[config.mk]
export PLATFORM = sky130hd
export DESIGN_NAME = unified_mem_arbiter
export DESIGN_NICKNAME = d
export VERILOG_FILES = /design/src/rtl/unified_mem_arbiter.sv
export SDC_FILE = /design/constraint.sdc
export NUM_CORES = 1
export LEC_CHECK = 0
export ABC_AREA = 1
export CORE_MARGIN = 3
export CORE_UTILIZATION = 38
export DETAILED_ROUTE_END_ITERATION = 16
export MAX_ROUTING_LAYER = met4
export PLACE_DENSITY = 0.76
export SYNTH_ARGS = -nofsm -noshare
export SYNTH_HDL_FRONTEND = slang
export SYNTH_SLANG_ARGS = --single-unit
[constraint.sdc]
create_clock -name clk -period 1.15 [get_ports clk]
set_input_delay 0.23 -clock clk [delete_from_list [all_inputs] [get_ports clk]]
set_output_delay 0.23 -clock clk [all_outputs]
set_load 0.02 [all_outputs]
[src/rtl/unified_mem_arbiter.sv]
// Shares one single-port synchronous SRAM between the instruction and data request ports.
module unified_mem_arbiter #(
    parameter int unsigned AW   = 14,
    parameter int unsigned DW   = 32,
    parameter int unsigned WAIT = 0,
    parameter int unsigned PRIO = 0
) (
    input  logic             clk,
    input  logic             rst,
    input  logic             im_req,
    input  logic [AW-1:0]    im_addr,
    output logic [DW-1:0]    im_rdata,
    output logic             im_valid,
    output logic             im_stall,
    input  logic             dm_req,
    input  logic [DW/8-1:0]  dm_we,
    input  logic [AW-1:0]    dm_addr,
    input  logic [DW-1:0]    dm_wdata,
    output logic [DW-1:0]    dm_rdata,
    output logic             dm_valid,
    output logic             dm_stall,
    output logic             mem_cs,
    output logic             mem_oe,
    output logic [DW/8-1:0]  mem_web,
    output logic [AW-1:0]    mem_a,
    output logic [DW-1:0]    mem_di,
    input  logic [DW-1:0]    mem_do
);

    localparam int unsigned BW = DW / 8;
    localparam int unsigned CW = (WAIT > 0) ? $clog2(WAIT + 1) : 1;

    typedef enum logic [1:0] {
        S_IDLE  = 2'd0,
        S_ISSUE = 2'd1,
        S_WAIT  = 2'd2
    } state_t;

    state_t          state_q,    state_d;
    logic            gnt_dm_q,   gnt_dm_d;
    logic            rd_q,       rd_d;
    logic [CW-1:0]   cnt_q,      cnt_d;
    logic            rr_dm_q,    rr_dm_d;
    logic            im_valid_q, im_valid_d;
    logic            dm_valid_q, dm_valid_d;
    logic [DW-1:0]   im_rdata_q, im_rdata_d;
    logic [DW-1:0]   dm_rdata_q, dm_rdata_d;
    logic            mem_cs_q,   mem_cs_d;
    logic            mem_oe_q,   mem_oe_d;
    logic [BW-1:0]   mem_web_q,  mem_web_d;
    logic [AW-1:0]   mem_a_q,    mem_a_d;
    logic [DW-1:0]   mem_di_q,   mem_di_d;

    logic im_elig;
    logic dm_elig;
    logic pick_dm;

    // A port whose completion pulse is high this cycle is holding a stale request.
    assign im_elig = im_req & ~im_valid_q;
    assign dm_elig = dm_req & ~dm_valid_q;

    // Winner selection: fixed DM priority, or alternate against the last grant on a tie.
    always_comb begin
        pick_dm = dm_elig;
        if (im_elig && dm_elig) begin
            pick_dm = (PRIO == 0) ? 1'b1 : ~rr_dm_q;
        end
    end

    // Next-state and next-output logic for the access sequencer.
    always_comb begin
        state_d    = state_q;
        gnt_dm_d   = gnt_dm_q;
        rd_d       = rd_q;
        cnt_d      = cnt_q;
        rr_dm_d    = rr_dm_q;
        im_valid_d = 1'b0;
        dm_valid_d = 1'b0;
        im_rdata_d = im_rdata_q;
        dm_rdata_d = dm_rdata_q;
        mem_cs_d   = mem_cs_q;
        mem_oe_d   = mem_oe_q;
        mem_web_d  = mem_web_q;
        mem_a_d    = mem_a_q;
        mem_di_d   = mem_di_q;

        case (state_q)
            S_IDLE: begin
                if (im_elig || dm_elig) begin
                    gnt_dm_d = pick_dm;
                    rr_dm_d  = pick_dm;
                    mem_cs_d = 1'b1;
                    state_d  = S_ISSUE;
                    if (pick_dm) begin
                        mem_a_d = dm_addr;
                    end else begin
                        mem_a_d = im_addr;
                    end
                    if (pick_dm && (dm_we != '0)) begin
                        rd_d      = 1'b0;
                        mem_oe_d  = 1'b0;
                        mem_web_d = ~dm_we;
                        mem_di_d  = dm_wdata;
                    end else begin
                        rd_d      = 1'b1;
                        mem_oe_d  = 1'b1;
                        mem_web_d = {BW{1'b1}};
                    end
                end
            end
            S_ISSUE: begin
                mem_cs_d  = 1'b0;
                mem_web_d = {BW{1'b1}};
                cnt_d     = CW'(WAIT);
                state_d   = S_WAIT;
            end
            S_WAIT: begin
                if (cnt_q == '0) begin
                    state_d  = S_IDLE;
                    mem_oe_d = 1'b0;
                    if (gnt_dm_q) begin
                        dm_valid_d = 1'b1;
                        if (rd_q) begin
                            dm_rdata_d = mem_do;
                        end
                    end else begin
                        im_valid_d = 1'b1;
                        im_rdata_d = mem_do;
                    end
                end else begin
                    cnt_d = cnt_q - CW'(1);
                end
            end
            default: begin
                state_d = S_IDLE;
            end
        endcase
    end

    // State and output registers with synchronous reset.
    always_ff @(posedge clk) begin
        if (rst) begin
            state_q    <= S_IDLE;
            gnt_dm_q   <= 1'b0;
            rd_q       <= 1'b0;
            cnt_q      <= '0;
            rr_dm_q    <= 1'b0;
            im_valid_q <= 1'b0;
            dm_valid_q <= 1'b0;
            im_rdata_q <= '0;
            dm_rdata_q <= '0;
            mem_cs_q   <= 1'b0;
            mem_oe_q   <= 1'b0;
            mem_web_q  <= {BW{1'b1}};
            mem_a_q    <= '0;
            mem_di_q   <= '0;
        end else begin
            state_q    <= state_d;
            gnt_dm_q   <= gnt_dm_d;
            rd_q       <= rd_d;
            cnt_q      <= cnt_d;
            rr_dm_q    <= rr_dm_d;
            im_valid_q <= im_valid_d;
            dm_valid_q <= dm_valid_d;
            im_rdata_q <= im_rdata_d;
            dm_rdata_q <= dm_rdata_d;
            mem_cs_q   <= mem_cs_d;
            mem_oe_q   <= mem_oe_d;
            mem_web_q  <= mem_web_d;
            mem_a_q    <= mem_a_d;
            mem_di_q   <= mem_di_d;
        end
    end

    assign im_rdata = im_rdata_q;
    assign im_valid = im_valid_q;
    assign dm_rdata = dm_rdata_q;
    assign dm_valid = dm_valid_q;
    assign mem_cs   = mem_cs_q;
    assign mem_oe   = mem_oe_q;
    assign mem_web  = mem_web_q;
    assign mem_a    = mem_a_q;
    assign mem_di   = mem_di_q;

    // Stalls reflect a pending request that has not completed this cycle.
    assign im_stall = im_req & ~im_valid_q;
    assign dm_stall = dm_req & ~dm_valid_q;

endmodule

== Yosys cells after proc, flatten, opt, wreduce, memory -nomap -nowiden ==
Index checks and enable logic that the tools add are counted.

* Flip-flop bits (word level): 123
* Input port bits: 100
* Word-level logic and storage cells: 60

* Add/subtract/negate cells: 1
* Eq/ne operators: 4
* Multiplexer cells: 18
* Bitwise operators: 8
* Reduce and logical (&&, ||, !) cells: 16

{| class="wikitable"
|+ Operators by type and width
! cell !! count
|-
| $mux W14 || 1
|-
| $reduce_and A3 Y1 || 3
|-
| $mux W1 || 8
|-
| $mux W4 || 2
|-
| $pmux W4 S2 || 1
|-
| $pmux W1 S2 || 3
|-
| $pmux W2 S3 || 1
|-
| $reduce_and A2 Y1 || 3
|-
| $reduce_bool A2 Y1 || 3
|-
| $not A1 Y1 || 5
|-
| $mux W2 || 2
|-
| $ne A2 B2 Y1 const B || 2
|-
| $not A4 Y4 || 1
|-
| $reduce_and A4 Y1 || 1
|-
| $reduce_bool A4 Y1 || 1
|-
| $reduce_or A3 Y1 || 1
|-
| $and A1 B1 Y1 || 2
|-
| $eq A2 B1 Y1 const B || 1
|-
| $eq A2 B2 Y1 const B || 1
|-
| $logic_and A1 B1 Y1 || 2
|-
| $logic_not A2 Y1 || 1
|-
| $logic_or A1 B1 Y1 || 1
|-
| $sub A1 B1 Y1 const B || 1
|}

== Longest topological paths before layout ==
* Depth in word-level cells: 8
* Depth in mapped cells: 7
* Depth with buffers taken out: 7

== Worst setup path after synthesis ==
Ideal clock, no wire load.

* Kind: reg2reg
* Start point: register im_valid_q, in the netlist im_valid
* End point: register mem_a_q[10], in the netlist mem_a[10]
* Library setup time: 0.070 ns
* Arrival: 1.320 ns
* Slack: -0.241 ns
* Cell stages (with the launch flop): 7
* Period minus slack after synthesis: 1.391 ns
* Cells stage by stage: dfxtp_1 nor2_1 nand2_1 nand2_2 buf_2 nand2_1 a21oi_1

* Cells in the longest elaborated chain, start to end: 5
* Elaborated cells between the ends (all ways): 7
* Those cells by class: mux: 2; bitwise: 2; reduce/logical: 3

{| class="wikitable"
|+ RTL lines
! element !! RTL line !! source
|-
| from (decl) || 44 || <nowiki>logic im_valid_q, im_valid_d;</nowiki>
|-
| from (signal assigned) || 163 || <nowiki>im_valid_q <= im_valid_d;</nowiki>
|-
| $not A1 Y1 * || n/a ||
|-
| $and A1 B1 Y1 * || n/a ||
|-
| named net im_stall || 14 || <nowiki>output logic im_stall,</nowiki>
|-
| $logic_and A1 B1 Y1 || 65 || <nowiki>if (im_elig && dm_elig) begin</nowiki>
|-
| $mux W1 || 65 ||
|-
| $mux W14 || 94 || <nowiki>if (pick_dm) begin</nowiki>
|-
| to (signal assigned) || 170 || <nowiki>mem_a_q <= mem_a_d;</nowiki>
|-
| to (decl) || 51 || <nowiki>logic [AW-1:0] mem_a_q, mem_a_d;</nowiki>
|}

Mark *: on every way through the listed nets, which the timed path passes. The rest lies on a longest branch.
A chain may end at the register's enable or synchronous reset.

== Final worst setup path ==
* Start point: register state_q[1]
* End point: register dm_rdata_q[25], in the netlist dm_rdata[25]

* Cells in the longest elaborated chain, start to end: 2

{| class="wikitable"
|+ RTL lines
! element !! RTL line !! source
|-
| from (decl) || 39 || <nowiki>state_t state_q, state_d;</nowiki>
|-
| from (signal assigned) || 158 || <nowiki>state_q <= state_d;</nowiki>
|-
| $eq A2 B2 Y1 || 87 || <nowiki>case (state_q)</nowiki>
|-
| $reduce_and A4 Y1 (no source line) || n/a ||
|-
| to (signal assigned) || 166 || <nowiki>dm_rdata_q <= dm_rdata_d;</nowiki>
|-
| to (decl) || 47 || <nowiki>logic [DW-1:0] dm_rdata_q, dm_rdata_d;</nowiki>
|}

Every way passes these cells.

==> flow_metrics.env <==
export IMPL_synth_seq_cells=122
export IMPL_ir_worst_vdd_mv=1.023
export IMPL_drcViolationCount=0
export IMPL_rsz0062_at_grt="yes"
export IMPL_syn2layout_area_growth_pct=103.5
export IMPL_netlist_area_leader_share=0.4751
export IMPL_dieArea_um2=14960
export IMPL_worstSkewPairLatency_ps=420
export IMPL_startpoint_type="flop"
export IMPL_syn_area_per_cell_um2=6.985
export IMPL_utilization=0.8093
export IMPL_p_int_mw=9.920
export IMPL_rrSetupSlack_ps=-220
export IMPL_cts_buffer_depth=2
export IMPL_drt_wl_total_um=23100
export IMPL_synthSimpleGateAreaFrac=0.3183
export IMPL_p_seq_frac=0.338
export IMPL_arrival_ps=1710
export IMPL_outcome="finished, violations left"
export IMPL_power_density_nw_per_um2=1320
export IMPL_nets=1113
export IMPL_r2r_start="state_q[1]"
export IMPL_maxSlewViolCount=0
export IMPL_synth_common_cells="nand2_1, dfxtp_1, inv_1"
export IMPL_grt_ovfl_total=0
export IMPL_endpoint_kind="flop"
export IMPL_synthAdderAreaFrac=0
export IMPL_synth_compound_area_frac=0.07982
export IMPL_yosys_cell_count_top_type="nand2_1"
export IMPL_async_flop_share=0
export IMPL_post_route_period_util=1.194
export IMPL_crit_start="state_q[1]"
export IMPL_tritoncts="built"
export IMPL_critPathMaxFanout=7
export IMPL_gp_congestion=0.8291
export IMPL_synth_mux_area_frac=0
export IMPL_chipHeight_um=122.3
export IMPL_gr_usage_all_layers=0.2580
export IMPL_portBuffers=219
export IMPL_worst_pin_slew_ps=271.4
export IMPL_min_from="rst"
export IMPL_max_freq_mhz=728.5
export IMPL_core_area_um2=12930
export IMPL_required_ps=1480
export IMPL_crit_type="reg2reg"
export IMPL_fin_crit_ps=1373
export IMPL_clkSlewWorstSetupHoldPaths_ps=60
export IMPL_start_util=0.3977
export IMPL_worstHoldPathType="in2reg"
export IMPL_p_comb_frac=0.239
export IMPL_grt_pass1_wl_um=29220
export IMPL_violations="negative setup slack"
export IMPL_dp_slack_ps=-655.8
export IMPL_p_switching_mw=3.892
export IMPL_p_total_mw=13.81
export IMPL_htree_levels=4
export IMPL_synth_largest_area_cell="dfxtp_1"
export IMPL_viasPerCell=5.228
export IMPL_synthCells=736
export IMPL_synth_top_family_by_area="simple AND/OR/NAND/NOR gates"
export IMPL_drive_above_1_share=0.5351
export IMPL_fin_tns_setup_ps=-15820
export IMPL_drt_pass1_iterations=5
export IMPL_grt_start_max_net_pins=37
export IMPL_cts_sinks=122
export IMPL_slew_headroom=0.8190
export IMPL_p_clk_frac=0.424
export IMPL_syn_area_um2=5141
export IMPL_row_count=41
export IMPL_synthFlopType="dfxtp_1"
export IMPL_drtIter0Drc=433
export IMPL_yosysSeqAreaShare=0.4751
export IMPL_ioPinCount=220
export IMPL_root_buffer="clkbuf_16"
export IMPL_antenna_left=0
export IMPL_synthXorXnorAreaFrac=0
export IMPL_yosys_cell_types_count=17
export IMPL_layout_setup_ws_ps=-222.7
export IMPL_antenna_found_initial=1
export IMPL_wl_per_cell_um=19.27
export IMPL_synth_edf_count=0
export IMPL_dp_hpwl_um=11320
export IMPL_syn_num_nets=836
export IMPL_grt_pass1_vias=5713
export IMPL_yosys_top_cells_area="dfxtp_1, nand2_1, a21oi_1"
export IMPL_yosys_warnings=0
export IMPL_hold_viol_final=0
export IMPL_cts_buffers=17
export IMPL_maxCapViolCount=0
export IMPL_p_leak_nw=4.540
export IMPL_swShare=0.2818
export IMPL_die_w_um=122.3
export IMPL_vias=6268
export IMPL_setup_viol=123
export IMPL_clock_skew_ps=8.737
layout make-up:
cell class	instances	area (um2)
Sequential cell	122	2601
Multi-Input combinational cell	454	3015
Antenna cell	1	2.502
Timing Repair Buffer	314	3587
Tap cell	172	215.2
Clock buffer	21	480.5
Inverter	104	394.1
Clock inverter	11	166.4
Fill cell	778	2465
metal layers:
metal  GRT usage  wire [um]  part of all wire
met5           -          0                 0
met4     0.08397        859             0.037
met3     0.09585       2174             0.094
met2      0.4253      11670              0.51
met1      0.2907       8394              0.36
metrics by stage:
stage / hold WS, ps / cells / instance area [um2]
3_5_place_dp: 451.8 / 1113 / 7747
2_1_floorplan: 394.4 / 736 / 5152
6_report: 218.4 / 1199 / 10460
3_3_place_gp: 447.2 / 1113 / 7747
5_1_grt: 220.3 / 1199 / 10460
4_1_cts: 166.5 / 1177 / 9034
power by group through the flow:
stage                     sequential (mW)  combinational (mW)  clock (mW)
after floorplan                      4.94               0.873           0
after global placement               4.67                2.33           0
after detailed placement             4.68                2.34           0
after CTS                            4.62                2.80        5.86
after global routing                 4.68                3.49        6.12
final                                4.66                3.29        5.85
flip-flops by register name, summed over array words and instances, names as in the netlist, 2 cells and up:
register	flops
dm_rdata	32
im_rdata	32
mem_di	32
mem_a	14
mem_web	4
state_q	2
worst max-delay path, cell delays in order, from the launching register on:
cell and delay, ps:
dfxtp_4 370, inv_4 40, nor2_4 200, buf_12 170, buf_16 120, nand4_1 160, a21oi_2 210
cells in the final DEF (no fill, tap or decap), types with 7 or more instances in the layout:
master           count
dfxtp_4             15
clkdlybuf4s50_1     96
dfxtp_1             25
nor2_1              30
nand4_1             64
buf_4               61
nand2_1            119
a21oi_1             12
clkbuf_16           24
buf_6              117
inv_1               94
inv_2                7
buf_12              18
nand3_1             33
nand2_4             61
buf_16               9
nand3_2             10
dfxtp_2             82
nor2_2               7
a21oi_2             70
nand2_2             37
final timing paths:
kind / cells past startpoint / to
setup / recovery: 6 / dm_rdata[25]
hold / removal: 3 / im_rdata[19]
setup reg to reg: 6 / dm_rdata[25]
hold reg to reg: 2 / im_rdata[2]
kinds of logic after synthesis:
group | after synthesis
buf+inv | 160
flops | 122
compound gates | 82
simple gates | 372
timing repair:
action | 4_1_cts | 5_1_grt
gates cloned | 14 | 10
endpoints found under the setup margin | 237 | 206
buffers inserted | 20 | 15
gates resized for setup | 739 | 380
pin swaps | 38 | 79
hold buffers | 0 | 0
(Power assumes the default switching activity.)
